==> config.mk <==
export PLATFORM = sky130hd
export DESIGN_NAME = mem_access_sched_flat
export DESIGN_NICKNAME = d
export VERILOG_FILES = /design/src/rtl/mem_access_sched_pkg.sv /design/src/rtl/mem_access_sched_if.sv /design/src/rtl/mem_access_sched_wait_timer.sv /design/src/rtl/mem_access_sched.sv /design/src/flat_wrapper.sv
export SDC_FILE = /design/constraint.sdc
export NUM_CORES = 1
export LEC_CHECK = 0
export ABC_AREA = 1
export ABC_CLOCK_PERIOD_IN_PS = 1500
export BUFFER_PORTS_ARGS = -buffer_cell sky130_fd_sc_hd__buf_2
export CAP_MARGIN = 25
export CORE_AREA = 2 2 39 41
export DETAILED_ROUTE_END_ITERATION = 7
export DIE_AREA = 0 0 41 43
export GPL_TIMING_DRIVEN = 0
export PLACE_DENSITY = 0.47
export SYNTH_ARGS = -nofsm -noshare
export SYNTH_HDL_FRONTEND = slang
export SYNTH_SLANG_ARGS = --single-unit
==> constraint.sdc <==
create_clock -name clk -period 1.5 [get_ports clk]
set_input_delay 0.3 -clock clk [delete_from_list [all_inputs] [get_ports clk]]
set_output_delay 0.3 -clock clk [all_outputs]
set_load 0.02 [all_outputs]
==> src/rtl/mem_access_sched_pkg.sv <==
// Shared cache-controller constants: scheduler state encodings and default
// line geometry / memory timing.
package mem_access_sched_pkg;

  typedef enum logic [1:0] {
    ST_IDLE = 2'b00,
    ST_WB   = 2'b01,
    ST_FILL = 2'b10,
    ST_DONE = 2'b11
  } state_e;

  localparam int DEF_WORDS = 4;
  localparam int DEF_WBITS = 2;
  localparam int DEF_WAIT  = 2;
  localparam int DEF_CBITS = 1;

  // Word transfers happen only while a write-back or a fill owns the bus.
  function automatic logic is_xfer(state_e s);
    return (s == ST_WB) || (s == ST_FILL);
  endfunction

endpackage

==> src/rtl/mem_access_sched_if.sv <==
// Request/acknowledge and memory-bus strobes between the cache controller
// and the memory access scheduler.
interface mem_access_sched_if #(
  parameter int WBITS = mem_access_sched_pkg::DEF_WBITS
);

  logic             wb_req;
  logic             fill_req;
  logic             wb_ack;
  logic             fill_ack;
  logic             mem_wr;
  logic             mem_rd;
  logic [WBITS-1:0] word_idx;
  logic             word_stb;
  logic             busy;

  // Requester side (cache controller).
  modport master (
    output wb_req, fill_req,
    input  wb_ack, fill_ack, mem_wr, mem_rd, word_idx, word_stb, busy
  );

  // Scheduler side.
  modport slave (
    input  wb_req, fill_req,
    output wb_ack, fill_ack, mem_wr, mem_rd, word_idx, word_stb, busy
  );

endinterface

==> src/rtl/mem_access_sched_wait_timer.sv <==
// Mod-WAIT wait-state counter; terminal count marks the cycle a memory word
// completes.
module mem_access_sched_wait_timer #(
  parameter int WAIT  = mem_access_sched_pkg::DEF_WAIT,
  parameter int CBITS = mem_access_sched_pkg::DEF_CBITS
) (
  input  logic clk,
  input  logic r,
  input  logic en,
  input  logic clr,
  output logic tc
);

  localparam logic [CBITS-1:0] LAST = CBITS'(WAIT - 1);

  logic [CBITS-1:0] cnt_q;
  logic [CBITS-1:0] cnt_d;

  assign tc = en && (cnt_q == LAST);

  // NOTE: next-state default assigned first so no path leaves cnt_d unassigned (no latch).
  always_comb begin
    cnt_d = cnt_q;
    if (clr) begin
      cnt_d = '0;
    end else if (en) begin
      cnt_d = tc ? '0 : cnt_q + CBITS'(1);
    end
  end

  // NOTE: non-blocking assignment so every flop samples pre-edge values.
  always_ff @(posedge clk or posedge r) begin
    if (r) begin
      cnt_q <= '0;
    end else begin
      cnt_q <= cnt_d;
    end
  end

endmodule

==> src/rtl/mem_access_sched.sv <==
// Memory access scheduler: arbitrates write-back over line fill, then
// sequences WORDS word transfers of WAIT cycles each before a one-cycle ack.
module mem_access_sched
  import mem_access_sched_pkg::*;
#(
  parameter int WORDS = DEF_WORDS,
  parameter int WBITS = DEF_WBITS,
  parameter int WAIT  = DEF_WAIT,
  parameter int CBITS = DEF_CBITS
) (
  input  logic               clk,
  input  logic               r,
  mem_access_sched_if.slave  bus
);

  localparam logic [WBITS-1:0] LAST_WORD = WBITS'(WORDS - 1);

  state_e           state_q;
  state_e           state_d;
  logic             gsel_q;   // 1: current grant is a write-back
  logic             gsel_d;
  logic [WBITS-1:0] idx_q;
  logic [WBITS-1:0] idx_d;
  logic             xfer;
  logic             stb;

  assign xfer = is_xfer(state_q);

  // Held clear outside transfers, so each access starts at count 0.
  mem_access_sched_wait_timer #(
    .WAIT  (WAIT),
    .CBITS (CBITS)
  ) u_wait_timer (
    .clk (clk),
    .r   (r),
    .en  (xfer),
    .clr (!xfer),
    .tc  (stb)
  );

  always_comb begin
    state_d = state_q;
    gsel_d  = gsel_q;
    idx_d   = idx_q;
    case (state_q)
      ST_IDLE: begin
        idx_d = '0;
        // Dirty line goes out before its replacement comes in.
        if (bus.wb_req) begin
          state_d = ST_WB;
          gsel_d  = 1'b1;
        end else if (bus.fill_req) begin
          state_d = ST_FILL;
          gsel_d  = 1'b0;
        end
      end
      ST_WB, ST_FILL: begin
        if (stb) begin
          if (idx_q == LAST_WORD) begin
            idx_d   = '0;
            state_d = ST_DONE;
          end else begin
            idx_d = idx_q + WBITS'(1);
          end
        end
      end
      ST_DONE: state_d = ST_IDLE;
      default: state_d = ST_IDLE;
    endcase
  end

  always_ff @(posedge clk or posedge r) begin
    if (r) begin
      state_q <= ST_IDLE;
      gsel_q  <= 1'b0;
      idx_q   <= '0;
    end else begin
      state_q <= state_d;
      gsel_q  <= gsel_d;
      idx_q   <= idx_d;
    end
  end

  assign bus.busy     = (state_q != ST_IDLE);
  assign bus.mem_wr   = (state_q == ST_WB);
  assign bus.mem_rd   = (state_q == ST_FILL);
  assign bus.word_stb = stb;
  assign bus.word_idx = xfer ? idx_q : '0;
  assign bus.wb_ack   = (state_q == ST_DONE) &&  gsel_q;
  assign bus.fill_ack = (state_q == ST_DONE) && !gsel_q;

endmodule

==> src/flat_wrapper.sv <==
// flat-port wrapper written by rule: the top's interface ports become plain ports
module mem_access_sched_flat import mem_access_sched_pkg::*;
#(
  parameter int WORDS = DEF_WORDS,
  parameter int WBITS = DEF_WBITS,
  parameter int WAIT  = DEF_WAIT,
  parameter int CBITS = DEF_CBITS
)
  (clk, r, bus_wb_req, bus_fill_req, bus_wb_ack, bus_fill_ack, bus_mem_wr, bus_mem_rd, bus_word_idx, bus_word_stb, bus_busy);
  mem_access_sched_if #(.WBITS(WBITS)) bus_i ();
  input  logic clk;
  input  logic r;
  input wire logic [$bits(bus_i.wb_req)-1:0] bus_wb_req;
  input wire logic [$bits(bus_i.fill_req)-1:0] bus_fill_req;
  output wire logic [$bits(bus_i.wb_ack)-1:0] bus_wb_ack;
  output wire logic [$bits(bus_i.fill_ack)-1:0] bus_fill_ack;
  output wire logic [$bits(bus_i.mem_wr)-1:0] bus_mem_wr;
  output wire logic [$bits(bus_i.mem_rd)-1:0] bus_mem_rd;
  output wire logic [$bits(bus_i.word_idx)-1:0] bus_word_idx;
  output wire logic [$bits(bus_i.word_stb)-1:0] bus_word_stb;
  output wire logic [$bits(bus_i.busy)-1:0] bus_busy;
  assign bus_i.wb_req = bus_wb_req;
  assign bus_i.fill_req = bus_fill_req;
  assign bus_wb_ack = bus_i.wb_ack;
  assign bus_fill_ack = bus_i.fill_ack;
  assign bus_mem_wr = bus_i.mem_wr;
  assign bus_mem_rd = bus_i.mem_rd;
  assign bus_word_idx = bus_i.word_idx;
  assign bus_word_stb = bus_i.word_stb;
  assign bus_busy = bus_i.busy;
  mem_access_sched #(.WORDS(WORDS), .WBITS(WBITS), .WAIT(WAIT), .CBITS(CBITS)) u_core (.clk(clk), .r(r), .bus(bus_i));
endmodule
==> impl_metrics.json, run 1 <==
{
  "worst-path-max-fanout": 7,
  "drt-total-wl_um": 774,
  "start_util_pct": 27.6,
  "maxSlewHeadroom_pct": 83.9,
  "critical_path_arrival_ns": 1.22,
  "fmax_ghz": 0.660,
  "ant_nets": 0,
  "die_w_um": 41,
  "fin_ws_ns": -0.0155,
  "drive_above_1_share_pct": 37.5,
  "synth-seq-cells": 6,
  "clk_latency_ns": 0.24,
  "endpoint_kind": "output port",
  "yosysSeqAreaShare_pct": 39.3,
  "max-vdd-ir-drop_uv": 767,
  "synth_area_um2": 382,
  "track_usage_pct": 10.3,
  "place_congestion": 0.628,
  "start_kind": "flip-flop",
  "final-setup-viol-count": 1,
  "syn_inst": 54,
  "pin_count": 12,
  "coreArea_um2": 1380,
  "die_y_um": 43,
  "p_total_w": 0.00131,
  "die_area_um2": 1760,
  "drc": 0,
  "slew_violations": 0,
  "viasPerCell": 4.09,
  "status": "finished, violations left",
  "cap_violations": 0,
  "worstMarginPinSlew_ns": 0.241,
  "power_leakage_nw": 0.338,
  "grt_max_degree": 8,
  "fin_crit_sh_pct": 101,
  "io_buffers": 11,
  "row_count": 14,
  "drtPass1Iterations": 4,
  "cts_tree": "done",
  "final.setup.tns_ns": -0.0155,
  "failed_checks": "negative setup slack",
  "hp-class": "input pin to flip-flop",
  "antenna_cells": 0,
  "grt_pass1_vias": 274,
  "routedWlPerCell_um": 8.80,
  "skew_ns": 0.00330,
  "rsz0062_at_grt": "yes",
  "htreeDepth": 1,
  "synthToLayoutAreaGrowth_pct": 47.9,
  "routed-via-count": 360,
  "drt_iter0_drc": 6,
  "period_needed_ns": 1.52,
  "grt_overflow": 0,
  "cellPowerDensity_nw_per_um2": 2320,
  "ys_types": 9,
  "synth.avg_cell_area_um2": 7.07,
  "ys_warn_count": 0,
  "cts.sinks": 6,
  "critical_path_class": "flip-flop to output port",
  "hold_viol_final": 0,
  "syn_nets": 63,
  "layout.nets": 83,
  "cts_made_buffers": 3,
  "cts_root_buffer": "clkbuf_4",
  "antenna_found_initial": 0,
  "grt_pass1_wl_mm": 1.15,
  "clk_path_buf_depth": 2,
  "crit_required_ns": 1.20,
  "hpwl_um": 555,
  "clk_pin_slew_ns": 0.04
}
==> stage by stage <==
step	area [um2]	cells	setup slack, ns	hold slack [ns]	util [%]
6_report	564	88	-0.0155	0.326	40.8
5_1_grt	564	88	-0.0753	0.327	40.8
4_1_cts	541	88	-0.0260	0.317	39.1
3_5_place_dp	457	81	-0.0258	0.235	33.0
3_3_place_gp	457	81	-0.0226	0.232	33.0
2_1_floorplan	382	54	0.144	0.0910	-
==> kinds of logic (layout without fill, tap and decap cells) <==
| group | after synthesis | in the layout | share of synthesized area (%) |
|---|---|---|---|
| AOI/OAI and AO/OA | 4 | 4 | 5.24 |
| DFF | 6 | 6 | 39.3 |
| buffers and inverters | 13 | 31 | 12.8 |
| adders and majority gates | 5 | 5 | 16.4 |
| and+or+nand+nor | 26 | 26 | 26.2 |
==> critical path, cell delays in order, from the launching register on <==
cell	delay (ns)
dfrtp_1	0.39
inv_2	0.09
ha_4	0.23
nand2_4	0.07
clkinv_2	0.07
buf_6	0.13
==> final timing paths <==
check | start | to | slack (ns) | cells past startpoint
max | u_core.state_q[1] | bus_word_stb | -0.02 | 5
min | bus_wb_req | u_core.gsel_q | 0.33 | 3
max reg2reg | u_core.state_q[1] | u_core.state_q[0] | 0.39 | 6
min reg2reg | u_core.u_wait_timer.cnt_q | u_core.u_wait_timer.cnt_q | 0.51 | 1
max in group asynchronous | r | u_core.u_wait_timer.cnt_q | 0.78 | 3
min in group asynchronous | r | u_core.idx_q[0] | 0.52 | 3
==> cell usage in the layout, fill, tap and decap left out, types with 2 or more instances in the layout <==
| master | count |
|---|---|
| o21ai_0 | 3 |
| nand3_1 | 2 |
| buf_2 | 6 |
| clkbuf_4 | 3 |
| buf_6 | 3 |
| inv_1 | 8 |
| buf_4 | 5 |
| dfrtp_1 | 6 |
| nor2_1 | 4 |
| inv_2 | 4 |
| ha_1 | 3 |
| nand2_2 | 2 |
| nand2_1 | 17 |
==> per-layer routing <==
| layer | routed length, um | vias to the layer above | track usage (%) |
|---|---|---|---|
| li1 | - | 196 | - |
| met1 | 353 | 153 | 13.1 |
| met5 | 0 | - | 0 |
| met2 | 370 | 9 | 13.8 |
| met3 | 46 | 2 | 3.14 |
| met4 | 5 | 0 | 8.00 |
==> synthesized netlist by cell type <==
| master | instances | area [um2] |
|---|---|---|
| nand3_1 | 2 | 10.0 |
| nand2_1 | 20 | 75.1 |
| ha_1 | 5 | 62.6 |
| inv_1 | 12 | 45.0 |
| dfrtp_1 | 6 | 150 |
| o21ai_0 | 3 | 15.0 |
| o21ai_1 | 1 | 5.00 |
| nor2_1 | 4 | 15.0 |
| clkinv_1 | 1 | 3.75 |
==> registers in the layout, summed over array words and instances, names as in the netlist <==
name                       count
u_core.state_q                 2
u_core.idx_q                   2
u_core.u_wait_timer.cnt_q      1
u_core.gsel_q                  1
==> area by class of cell <==
type                    count  area, um2
clock buffers               3       22.5
inverters                  13       50.0
repair buffers             15        111
well taps                  16       20.0
fillers                   149        820
multi-input cells          35        210
flip-flops and latches      6        150
==> where the power goes <==
group	internal, W	switching, W
logic	0.000376	0.000489
clock network	0.0000902	0.0000531
registers	0.000238	0.0000620
==> what timing repair did <==
item,CTS,global route
setup endpoints to repair,4,5
resized for setup,11,9
hold buffers,1,0
pin swaps,0,3
endpoints found under the hold margin,6,0
setup buffers,3,0
(Power assumes the default switching activity.)
==> run 2, diff against run 1 <==
Settings changed: PLACE_DENSITY 0.47 to 0.53, SYNTH_HIERARCHICAL set to 1.
==> run 2 against run 1 <==
  * The flow still finishes with violations (negative setup slack)
  * Fmax decreased by 3.3%
  * Non-clock buffer count increased by 5
  * Area after synthesis increased by 20%
  * Utilization increased by 8.0 points
  * Worst hold slack improved by 0.033 ns
  * Critical path depth increased by 1
  * Critical path type unchanged
==> impl_metrics.json, run 2 <==
{
  "status": "finished, violations left",
  "failed_checks": "negative setup slack",
  "ys.flop_type": "dfrtp_1",
  "power_frac_seq_pct": 18.0,
  "final.setup.tns_ns": -0.187,
  "synth_top_area_share_pct": 32.9,
  "ys_top_cells_by_count": "15 x inv_1, 15 x nand2_1, 6 x dfrtp_1, 6 x ha_1, 4 x nand2_2",
  "synth_area_um2": 457,
  "io_buffers": 11,
  "combPwrFrac_pct": 72.9,
  "yosys.area_share.simple_pct": 26.8,
  "synth_compound_area_share_pct": 9.04,
  "synth-edff-count": 0,
  "reg.largest.list": "u_core/idx_q: 2 flops, u_core/state_q: 2 flops",
  "placedCellCount": 88,
  "grt_overflow": 0,
  "ys_types": 14,
  "critical_path_class": "flip-flop to output port",
  "antenna_found_initial": 0,
  "cts_root_buffer": "clkbuf_4",
  "final_cell_mix": "13 x nand2_1, 10 x buf_4, 10 x inv_1, 6 x nand2_2, 6 x dfrtp_1",
  "cts.sinks": 6,
  "r2r-end": "u_core/state_q[1]",
  "drt_iter0_drc": 5,
  "rr_startpoint": "u_core/state_q[1]",
  "syn_inst": 61,
  "synth-seq-cells": 6,
  "synth_top_family_by_area": "simple AND/OR/NAND/NOR gates",
  "power_leakage_nw": 0.388,
  "die_area_um2": 1760,
  "use_met3_pct": 9.42,
  "grt-busiest-layer": "met2",
  "met1_usage_pct": 16.0,
  "worstRegToRegCells": 10,
  "async_flop_share_pct": 100,
  "drive_above_1_share_pct": 49.4,
  "drc": 0,
  "cap_violations": 0,
  "drtPass1Iterations": 4,
  "crit_path_end": "bus_word_idx[1]",
  "fmax_ghz": 0.638,
  "r2r_slack_ns": 0.13,
  "ant_nets": 0,
  "grt_pass1_wl_mm": 1.54,
  "synth_xor_area_share_pct": 0,
  "swShare_pct": 46.2,
  "crit_required_ns": 1.20,
  "clk_path_buf_depth": 2,
  "htreeDepth": 1,
  "synth.avg_cell_area_um2": 7.49,
  "final-setup-viol-count": 5,
  "switchingPower_w": 0.000774,
  "synth.area.mux_share_pct": 0,
  "routedWlPerCell_um": 9.34,
  "stdcell_count": 99,
  "hp-class": "input pin to flip-flop",
  "clk_latency_ns": 0.25,
  "yosysSeqAreaShare_pct": 32.9,
  "grt_pass1_vias": 377,
  "syn_nets": 71,
  "fin_crit_sh_pct": 104,
  "hold_viol_final": 0,
  "start_kind": "flip-flop",
  "worstMarginPinSlew_ns": 0.212,
  "row_count": 14,
  "synthToLayoutAreaGrowth_pct": 47.9,
  "die_w_um": 41,
  "viasPerCell": 4.13,
  "ys_warn_count": 6,
  "critical_path_arrival_ns": 1.27,
  "slew_violations": 0,
  "coreArea_um2": 1380,
  "internal_power_w": 0.000901,
  "drt-total-wl_um": 925,
  "hpwl_um": 641,
  "worst-path-max-fanout": 4,
  "yosysTopAreaCell": "dfrtp_1",
  "cts_tree": "done",
  "skew_ns": 0.00378,
  "max-vdd-ir-drop_uv": 811,
  "pin_count": 12,
  "clk_pin_slew_ns": 0.05,
  "routed-via-count": 409,
  "place_congestion": 0.644,
  "fillers": 137,
  "cellPowerDensity_nw_per_um2": 2480,
  "p_clk_share_pct": 9.1,
  "grt_max_degree": 6,
  "use_met2_pct": 18.8,
  "maxSlewHeadroom_pct": 85.8,
  "start_util_pct": 33.0,
  "track_usage_pct": 14.0,
  "layout.nets": 95,
  "period_needed_ns": 1.57,
  "endpoint_kind": "output port",
  "rsz0062_at_grt": "yes",
  "synthAdderAreaFrac_pct": 16.4,
  "netlist_top_cells_area": "dfrtp_1 33%, ha_1 16%, inv_1 12%, nand2_1 12%, nand2_2 5.5%",
  "final_common_cell": "nand2_1",
  "fin_ws_ns": -0.0667,
  "antenna_cells": 0,
  "die_y_um": 43,
  "crit_path_start": "u_core/state_q[0]",
  "cts_made_buffers": 3
}
==> run 2: cell families (layout without fill, tap and decap cells) <==
| kind of cell | after synthesis | count (layout) |
|---|---|---|
| and+or+nand+nor | 27 | 27 |
| buffers and inverters | 16 | 38 |
| adders and majority gates | 6 | 6 |
| AOI/OAI and AO/OA | 6 | 6 |
| DFF | 6 | 6 |
==> run 2: layout make-up <==
cell class	instances	area, um2	area share [%]
Buffer	1	11.3	1.67
Clock buffer	3	22.5	3.33
Inverter	15	56.3	8.33
Multi-Input combinational cell	39	272	40.2
Sequential cell	6	150	22.2
Tap cell	16	20.0	2.96
Timing Repair Buffer	19	144	21.3
==> run 2: worst min path at each step <==
stage / startpoint / endpoint / slack [ns] / depth (start not counted)
floorplan: r / u_core/u_wait_timer/cnt_q / 0.03 / 1
global placement: r / u_core/u_wait_timer/cnt_q / 0.14 / 2
detailed placement: r / u_core/u_wait_timer/cnt_q / 0.15 / 2
CTS: bus_wb_req / u_core/gsel_q / 0.35 / 3
global route: bus_wb_req / u_core/gsel_q / 0.35 / 3
finish: bus_wb_req / u_core/gsel_q / 0.36 / 3
==> run 2: critical path, stage by stage, from the launching register on <==
cell and delay, ns:
dfrtp_1 0.39, inv_2 0.09, ha_4 0.21, buf_6 0.12
nand2_2 0.06, inv_2 0.03, buf_6 0.11
==> run 2: metal layers <==
metal  part of all wire (%)  vias up  wire length [um]
li1                       -      224                 -
met1                     46      172               425
met2                     46       11               421
met3                    7.0        2                65
met4                    1.3        0                12
met5                      0        -                 0
==> run 2: power by group through the flow <==
stage               Clock [W]  Combinational, W  Sequential, W
floorplan                   0          0.000725       0.000292
global placement            0          0.000878       0.000307
detailed placement          0          0.000897       0.000308
CTS                  0.000165           0.00120       0.000299
global route         0.000174           0.00136       0.000312
finish               0.000152           0.00122       0.000302
==> run 2: per-stage QoR <==
step           hold slack [ns]  area [um2]  total power (W)  utilization (%)  setup slack (ns)
4_1_cts                  0.349         657          0.00166             47.5           -0.0865
3_5_place_dp             0.146         532          0.00120             38.4           -0.0287
2_1_floorplan           0.0287         457          0.00102                -            0.0362
6_report                 0.359         676          0.00167             48.8           -0.0667
5_1_grt                  0.348         676          0.00185             48.8            -0.126
3_3_place_gp             0.144         532          0.00118             38.4           -0.0172
==> run 2: repair_timing <==
action | CTS | global route
hold endpoints to repair | 6 | 0
resized for setup | 12 | 8
endpoints found under the setup margin | 4 | 6
pin swaps | 1 | 1
buffers inserted | 8 | 0
hold buffers | 1 | 0
